File: config.mk
export PLATFORM = sky130hd
export DESIGN_NAME = taillight_sequencer
export DESIGN_NICKNAME = d
export VERILOG_FILES = /design/src/rtl/taillight_sequencer.sv
export SDC_FILE = /design/constraint.sdc
export NUM_CORES = 1
export LEC_CHECK = 0
export ABC_AREA = 0
export BUFFER_PORTS_ARGS = -buffer_cell sky130_fd_sc_hd__buf_2
export CAP_MARGIN = 25
export CORE_MARGIN = 10
export CORE_UTILIZATION = 40
export DETAILED_ROUTE_END_ITERATION = 8
export GPL_ROUTABILITY_DRIVEN = 0
export PLACE_DENSITY = 0.69
export SLEW_MARGIN = 0
export SYNTH_ARGS = -nofsm -noshare
export SYNTH_HDL_FRONTEND = slang
export SYNTH_SLANG_ARGS = --single-unit
File: constraint.sdc
create_clock -name Clock -period 4.3 [get_ports Clock]
set_input_delay 0.43 -clock Clock [delete_from_list [all_inputs] [get_ports Clock]]
set_output_delay 0.43 -clock Clock [all_outputs]
set_load 0.02 [all_outputs]
File: src/rtl/taillight_sequencer.sv
// -----------------------------------------------------------------------------
// taillight_sequencer
//
// Rear-lamp sequencer with LAMPS lamps per side. A turn request fills one side
// from the innermost lamp outwards, one lamp per step, then shows a dark step
// and starts again. Hazard flashes both sides together. Brake forces every side
// that is not showing a turn fill to all-on. A step lasts DWELL Enable-high
// cycles.
//
// Parameters
//   LAMPS  lamps per side (2..8)
//   DWELL  Enable-high cycles per sequence step (1..256)
//
// Ports
//   Clock       system clock, rising edge
//   Reset_n     asynchronous active-low reset
//   Enable      step tick; only Enable-high cycles count toward the dwell
//   L, R, H     left / right / hazard requests, sampled only on an advance
//   B           brake request, combinational overlay on the outputs
//   LeftOut     left lamps, bit 0 innermost
//   RightOut    right lamps, bit 0 innermost
//   Busy        high whenever the sequencer is not idle
//   DebugState  current sequencer state (IDLE=0, LSEQ=1, RSEQ=2, HAZ=3)
//
// Handshake: there is no valid/ready pair. Enable is a qualifier, not a
// request: the block never stalls it and never acknowledges it; a cycle with
// Enable low is simply invisible to the state and the dwell counter.
// -----------------------------------------------------------------------------
module taillight_sequencer #(
  parameter int unsigned LAMPS = 3,
  parameter int unsigned DWELL = 1
) (
  input  logic             Clock,
  input  logic             Reset_n,
  input  logic             Enable,
  input  logic             L,
  input  logic             R,
  input  logic             H,
  input  logic             B,
  output logic [LAMPS-1:0] LeftOut,
  output logic [LAMPS-1:0] RightOut,
  output logic             Busy,
  output logic [1:0]       DebugState
);

  // Dwell counter is at least one bit wide even when DWELL is 1.
  localparam int unsigned DCW = (DWELL > 1) ? $clog2(DWELL) : 1;
  // Step index holds 1..LAMPS.
  localparam int unsigned KW  = $clog2(LAMPS + 1);

  localparam logic [DCW-1:0] DC_LAST = DCW'(DWELL - 1);
  localparam logic [KW-1:0]  K_FIRST = KW'(1);
  localparam logic [KW-1:0]  K_LAST  = KW'(LAMPS);

  typedef enum logic [1:0] {
    IDLE = 2'd0,
    LSEQ = 2'd1,
    RSEQ = 2'd2,
    HAZ  = 2'd3
  } state_t;

  state_t         state, state_nxt;
  logic [KW-1:0]  k, k_nxt;
  logic [DCW-1:0] dc;
  logic           advance;
  logic [LAMPS-1:0] fill_pat;

  assign advance = Enable && (dc == DC_LAST);

  // ---------------------------------------------------------------------------
  // State register. Everything is held while Enable is low; next-state logic
  // already returns the current state on non-advancing cycles.
  // ---------------------------------------------------------------------------
  always_ff @(posedge Clock or negedge Reset_n) begin
    if (!Reset_n) begin
      state <= IDLE;
      k     <= K_FIRST;
      dc    <= '0;
    end else if (Enable) begin
      dc    <= advance ? '0 : dc + DCW'(1);
      state <= state_nxt;
      k     <= k_nxt;
    end
  end

  // ---------------------------------------------------------------------------
  // Next state. Requests only matter on an advance. Any exit to IDLE reloads
  // K so a fresh sequence always starts from the innermost lamp.
  // ---------------------------------------------------------------------------
  always_comb begin
    state_nxt = state;
    k_nxt     = k;
    if (advance) begin
      unique case (state)
        IDLE: begin
          if (H) begin
            state_nxt = HAZ;
          end else if (L && !R) begin
            state_nxt = LSEQ;
            k_nxt     = K_FIRST;
          end else if (!L && R) begin
            state_nxt = RSEQ;
            k_nxt     = K_FIRST;
          end
        end
        LSEQ: begin
          if (H || !(L && !R) || (k == K_LAST)) begin
            // abort, or the dark step after a full fill
            state_nxt = IDLE;
            k_nxt     = K_FIRST;
          end else begin
            k_nxt = k + KW'(1);
          end
        end
        RSEQ: begin
          if (H || !(!L && R) || (k == K_LAST)) begin
            state_nxt = IDLE;
            k_nxt     = K_FIRST;
          end else begin
            k_nxt = k + KW'(1);
          end
        end
        HAZ: begin
          state_nxt = IDLE;
          k_nxt     = K_FIRST;
        end
        default: begin
          state_nxt = IDLE;
          k_nxt     = K_FIRST;
        end
      endcase
    end
  end

  // ---------------------------------------------------------------------------
  // Output decode. The fill pattern has the K innermost bits set. Brake is a
  // pure combinational overlay so it shows in the same cycle as B.
  // ---------------------------------------------------------------------------
  always_comb begin
    fill_pat = '0;
    for (int i = 0; i < int'(LAMPS); i++) begin
      fill_pat[i] = (KW'(i) < k);
    end
  end

  always_comb begin
    LeftOut  = '0;
    RightOut = '0;
    unique case (state)
      LSEQ:    LeftOut  = fill_pat;
      RSEQ:    RightOut = fill_pat;
      HAZ: begin
        LeftOut  = '1;
        RightOut = '1;
      end
      default: ;
    endcase
    if (B) begin
      if (state != LSEQ) LeftOut  = '1;
      if (state != RSEQ) RightOut = '1;
    end
  end

  assign Busy       = (state != IDLE);
  assign DebugState = state;

endmodule
Word-level counts from Yosys, hierarchy flattened
Cells that the tools add are included.
- add/sub/neg operators: 2
- $lt $le $gt $ge: 3
- eq/ne operators: 11
- muxes and demuxes: 19
- bitwise operators: 1
- reductions and logical operators: 15
- operator list (operator ; number):
    2-to-1 mux 2 bit ; 10
    one-hot mux 2 bit (4 select lines) ; 2
    2-to-1 mux 3 bit ; 4
    one-hot mux 3 bit (2 select lines) ; 2
    inequality test 2 bit, second input constant ; 4
    == test 2 bit, second input constant ; 3
    AND reduction 5 bit ; 1
    zero test 1 bit ; 4
    logical OR 1 bit ; 4
    < comparator 1 x 2 -> 1 bit, first input constant ; 2
    inequality test 4 bit, second input constant ; 1
    AND reduction 4 bit ; 1
    logical AND 1 bit ; 3
    inequality test 3 bit, second input constant ; 1
    adder 2 x 1 -> 2 bit, second input constant ; 1
    == test 2 x 1 -> 1 bit, second input constant ; 1
    zero test 2 bit ; 1
    < comparator 2 bit, first input constant ; 1
    inequality test 2 x 1 -> 1 bit, second input constant ; 1
    nonzero test 2 bit ; 1
    adder 1 bit, second input constant ; 1
    2-to-1 mux 1 bit ; 1
    NOT 1 bit ; 1
- register bits: 5
- bits of input ports: 7
- output and inout port bits: 9

Logic depth before layout (Yosys ltp)
- depth after elaboration: 7
- mapped depth: 5

Worst setup path after synthesis
OpenSTA, ideal clock, no wires.
- path kind: register -> output
- from: register state[0], in the netlist DebugState[0]
- to: output RightOut[1]
- arrival: 1446 ps
- setup slack: 2424 ps
- cell stages (with the launch flop): 5
- path buffers: 0
- cells stage by stage: dfrtp_1 inv_1 ha_1 inv_1 o31ai_1
- longest elaborated chain between the ends: 4
- ends and longest elaborated chain (item ; line ; source):
    start: declaration ; 62 ; state_t state, state_nxt;
    start signal: assignment ; 81 ; state <= state_nxt;
    == test 2 bit ; 149 ; unique case (state)
    one-hot mux 3 bit (2 select lines) ; 149 ;
    2-to-1 mux 3 bit ; 160 ; if (state != RSEQ) RightOut = '1;
    2-to-1 mux 3 bit (*) ; 158 ; if (B) begin
    end: declaration ; 41 ; output logic [LAMPS-1:0] RightOut,
Mark *: on every way between the ends. The rest lies on a longest branch, timed or not.

Worst setup path after layout
- from: register state[0], in the netlist DebugState[0]
- to: output RightOut[0]
Same word-level chain as after synthesis.

==> impl_results.html <==
<table>
<tr><th>Metric</th><th>Value</th></tr>
<tr><th colspan="2">Outcome</th></tr>
<tr><td>Outcome</td><td>finished clean</td></tr>
<tr><th colspan="2">Timing</th></tr>
<tr><td>Max-slew violation count</td><td>0</td></tr>
<tr><td>Setup clock skew after layout</td><td>0.00446 ns</td></tr>
<tr><td>Final setup violation count</td><td>0</td></tr>
<tr><td>Min cycle time layout</td><td>2.03 ns</td></tr>
<tr><td>Total negative setup slack</td><td>0 ns</td></tr>
<tr><td>Max_slew headroom</td><td>0.732</td></tr>
<tr><td>Max frequency</td><td>494 MHz</td></tr>
<tr><td>Slew @ Worst Pin</td><td>0.398 ns</td></tr>
<tr><td>Part of the cycle the worst path needs</td><td>0.471</td></tr>
<tr><td>Count of final hold-check violations</td><td>0</td></tr>
<tr><td>RSZ-0062 raised after global routing</td><td>false</td></tr>
<tr><th colspan="2">Detailed routing</th></tr>
<tr><td>Via count of the routed design</td><td>509</td></tr>
<tr><td>Number of nets still failing antenna checks after routing</td><td>0</td></tr>
<tr><td>Initial DRC Count</td><td>26</td></tr>
<tr><td>Number of detailed-route iterations in the first pass</td><td>4</td></tr>
<tr><td>DRC violations left</td><td>0</td></tr>
<tr><td>Total Wirelength</td><td>1.24 mm</td></tr>
<tr><td>Post-detailed-route wirelength per cell</td><td>12.9 microns</td></tr>
<tr><td>Number of vias per cell</td><td>5.30</td></tr>
<tr><th colspan="2">Floorplanning</th></tr>
<tr><td>Num ports</td><td>16</td></tr>
<tr><td>Initial core utilization</td><td>0.417</td></tr>
<tr><td>Die Outline Area</td><td>3180 sq um</td></tr>
<tr><td>Core area</td><td>1270 sq um</td></tr>
<tr><td>Vert. Die Dim</td><td>56.4 microns</td></tr>
<tr><td>Row Count</td><td>13</td></tr>
<tr><td>Width of the die</td><td>56.4 microns</td></tr>
<tr><th colspan="2">GRT</th></tr>
<tr><td>Largest net degree at the start of global routing</td><td>9</td></tr>
<tr><td>Met1 Usage GRT</td><td>0.0871</td></tr>
<tr><td>Met3 usage</td><td>0.0360</td></tr>
<tr><td>Global-route met2 utilization</td><td>0.124</td></tr>
<tr><td>Global-route usage over all layers</td><td>0.0777</td></tr>
<tr><td>Number of global-route vias before repair</td><td>482</td></tr>
<tr><td>Antenna violations before repair</td><td>0</td></tr>
<tr><td>Layer carrying the most global-route usage</td><td>met2</td></tr>
<tr><td>GRT overflow</td><td>0</td></tr>
<tr><td>Global-route wire length before repair</td><td>2.10 mm</td></tr>
<tr><th colspan="2">Power</th></tr>
<tr><td>Leakage power of the design</td><td>0.000350 uW</td></tr>
<tr><td>Power after layout</td><td>393 uW</td></tr>
<tr><td>PwrDens</td><td>596 nW/um^2</td></tr>
<tr><td>Max IR drop VDD</td><td>0.000268 V</td></tr>
<tr><th colspan="2">Critical path</th></tr>
<tr><td>Worst Path Arrival</td><td>1.60 ns</td></tr>
<tr><td>CP max stage delay</td><td>0.42 ns</td></tr>
<tr><td>Critical path data required time</td><td>3.87 ns</td></tr>
<tr><td>Startpoint-to-endpoint class of the critical path</td><td>reg2out</td></tr>
<tr><td>Crit path cell chain</td><td>inv_1 -&gt; ha_1 -&gt; inv_1 -&gt; a21oi_1 -&gt; o21ai_0 -&gt; buf_2</td></tr>
<tr><td>Maximum fanout along the worst path</td><td>5</td></tr>
<tr><td>Crit path buf inv count</td><td>3</td></tr>
<tr><td>Critical Path Start Type</td><td>flop</td></tr>
<tr><td>Most frequent cell on the critical path</td><td>sky130_fd_sc_hd__inv_1</td></tr>
<tr><td>Cell with the largest stage delay on the worst path</td><td>sky130_fd_sc_hd__dfrtp_1</td></tr>
<tr><td>Worst setup EP type</td><td>output pin</td></tr>
<tr><td>Cell type group with the largest total delay on the critical path</td><td>flip-flops</td></tr>
<tr><th colspan="2">Clock tree</th></tr>
<tr><td>Clock slew at reported path FFs</td><td>0.05 ns</td></tr>
<tr><td>Number of H-tree branching levels</td><td>1</td></tr>
<tr><td>CTS Sinks</td><td>5</td></tr>
<tr><td>CTS tree</td><td>built</td></tr>
<tr><td>Max clock buf depth</td><td>2</td></tr>
<tr><td>Number of buffers added to fix hold violations after cts</td><td>1</td></tr>
<tr><td>Num CTS Buffers</td><td>3</td></tr>
<tr><td>Worst skew pair latency</td><td>0.24 ns</td></tr>
<tr><td>Post-CTS Setup Inserts</td><td>0</td></tr>
<tr><td>Post-CTS Resized</td><td>0</td></tr>
<tr><td>Root Buffer Master</td><td>sky130_fd_sc_hd__clkbuf_4</td></tr>
<tr><th colspan="2">Synth</th></tr>
<tr><td>Count of mapped cells out of synthesis</td><td>61</td></tr>
<tr><td>Cell area after synthesis</td><td>529 sq um</td></tr>
<tr><td>Post-Syn Area per Cell</td><td>8.68 sq um</td></tr>
<tr><td>Number of synthesized register bits</td><td>5</td></tr>
<tr><td>Simple-gate portion of the synthesized area</td><td>0.109</td></tr>
<tr><td>Fraction of synthesized cell area in xor and xnor cells</td><td>0</td></tr>
<tr><td>Count of unique library cells instantiated by Yosys</td><td>18</td></tr>
<tr><td>Combinational family with the most area after synthesis</td><td>adder cells</td></tr>
<tr><td>Post-synth net total</td><td>81</td></tr>
<tr><td>Sequential-to-total area share from yosys stat</td><td>0.239</td></tr>
<tr><td>Adder-cell area share of the yosys netlist</td><td>0.307</td></tr>
<tr><td>Synth Area in Compound Gates</td><td>0.222</td></tr>
<tr><td>Proportion of synthesized area in mux cells</td><td>0.0378</td></tr>
<tr><td>Yosys warning total</td><td>0</td></tr>
<tr><th colspan="2">Finish</th></tr>
<tr><td>Area taken by flip-flops and latches</td><td>126 sq um</td></tr>
<tr><td>Share of final-layout standard cells stronger than drive strength 1</td><td>0.259</td></tr>
<tr><td>Utilization after layout</td><td>0.520</td></tr>
<tr><td>ANT cells</td><td>0</td></tr>
<tr><td>Number of fill cells</td><td>108</td></tr>
<tr><td>Nets@finish</td><td>102</td></tr>
<tr><td>Synthesis-to-finish area growth</td><td>24.6%</td></tr>
<tr><td>Cell Count, Final, Fillers Out</td><td>96</td></tr>
<tr><td>Summed area of non-filler cells in the final layout</td><td>659 sq um</td></tr>
<tr><td>Multi-input gate area in the final layout</td><td>358 sq um</td></tr>
<tr><th colspan="2">Place</th></tr>
<tr><td>Final HPWL DP</td><td>1.01 mm</td></tr>
<tr><td>Number of placed instances with taps included</td><td>91</td></tr>
<tr><td>Placement Cell Area</td><td>623 sq um</td></tr>
<tr><td>IO Port Bufs</td><td>15</td></tr>
<tr><th colspan="2">Flow run</th></tr>
<tr><td>Maximum Capacitance Violations</td><td>0</td></tr>
<tr><th colspan="2">Hold path</th></tr>
<tr><td>Class of the tightest hold or removal check</td><td>in2reg</td></tr>
</table>
per-layer routing:
metal  vias up  routed length (microns)
li1        252                        -
met1       227                      566
met2        28                      543
met3         2                      111
met4         0                       21
met5         -                        0
placed cells by master (no fill, tap or decap):
cell type	Yosys	final
sky130_fd_sc_hd__dlygate4sd3_1	0	1
sky130_fd_sc_hd__dfstp_2	1	1
sky130_fd_sc_hd__o311a_2	1	1
sky130_fd_sc_hd__mux2i_1	2	2
sky130_fd_sc_hd__clkbuf_4	0	3
sky130_fd_sc_hd__a31o_2	1	1
sky130_fd_sc_hd__a31oi_1	1	1
sky130_fd_sc_hd__nand2_1	6	6
sky130_fd_sc_hd__buf_2	0	15
sky130_fd_sc_hd__dfrtp_1	4	4
sky130_fd_sc_hd__inv_1	12	12
sky130_fd_sc_hd__nor2b_1	2	2
sky130_fd_sc_hd__a22oi_1	2	2
sky130_fd_sc_hd__o31ai_1	3	3
sky130_fd_sc_hd__o21ai_0	5	5
sky130_fd_sc_hd__nor4_1	1	1
sky130_fd_sc_hd__or4b_1	1	1
sky130_fd_sc_hd__and3_1	1	1
sky130_fd_sc_hd__a21oi_1	4	4
sky130_fd_sc_hd__ha_1	13	13
sky130_fd_sc_hd__clkbuf_1	0	1
sky130_fd_sc_hd__o41ai_1	1	1
cell usage after synthesis (all sizes together):
library cell   n  area share
ha            13        0.31
o41ai          1       0.017
a31o           1       0.017
a31oi          1       0.012
a21oi          4       0.038
o31ai          3       0.043
mux2i          2       0.038
nand2          6       0.043
dfrtp          4        0.19
a22oi          2       0.028
inv           12       0.085
dfstp          1       0.050
o21ai          5       0.047
nor4           1       0.012
nor2b          2       0.024
and3           1       0.012
o311a          1       0.021
or4b           1       0.019
registers in the layout, indices dropped and copies added, names as in the netlist:
signal and count:
DebugState 2, k 2, dc 1
power by group:
group          total [uW]  switching, uW  internal [uW]  leakage [uW]
registers            80.2           16.4           63.7     0.0000634
logic                 259            167           92.0      0.000272
clock network        54.5           19.4           35.1     0.0000150
worst reg2reg max path, stage by stage, from the launching register on:
cell	delay, ns
sky130_fd_sc_hd__dfrtp_1	0.42
sky130_fd_sc_hd__inv_1	0.16
sky130_fd_sc_hd__ha_1	0.21
sky130_fd_sc_hd__or4b_1	0.44
sky130_fd_sc_hd__o311a_2	0.16
sky130_fd_sc_hd__mux2i_1	0.13
cells by family after synthesis:
kind of cell | Yosys count
AO/OA/AOI/OAI | 18
adder cells (fa/ha/maj) | 13
buffers and inverters | 12
AND/OR/NAND/NOR | 11
flip-flops | 5
multiplexers | 2
area by class of cell:
class | instances | share of cell area
tap | 15 | 0.0285
clock buffer | 4 | 0.0398
sequential | 5 | 0.192
multi-input combinational | 44 | 0.543
inverter | 12 | 0.0683
timing repair buffer | 16 | 0.129
worst paths after layout:
path / startpoint / slack [ns] / endpoint / depth (start not counted)
max: DebugState[0] / 2.27 / RightOut[0] / 6
min reg2reg: dc / 0.51 / dc / 1
max reg2reg: DebugState[0] / 2.68 / DebugState[1] / 5
min: Enable / 0.35 / dc / 2
min in group asynchronous: Reset_n / 0.54 / dc / 2
max in group asynchronous: Reset_n / 3.54 / k[0] / 2
metrics by stage:
step                hold WS, ns  setup slack [ns]
floorplan                 0.134              2.42
global placement          0.251              2.54
detailed placement        0.252              2.52
CTS                       0.346              2.26
global route              0.344              2.05
finish                    0.347              2.27
Note: power is estimated with default switching activity, not from simulation.
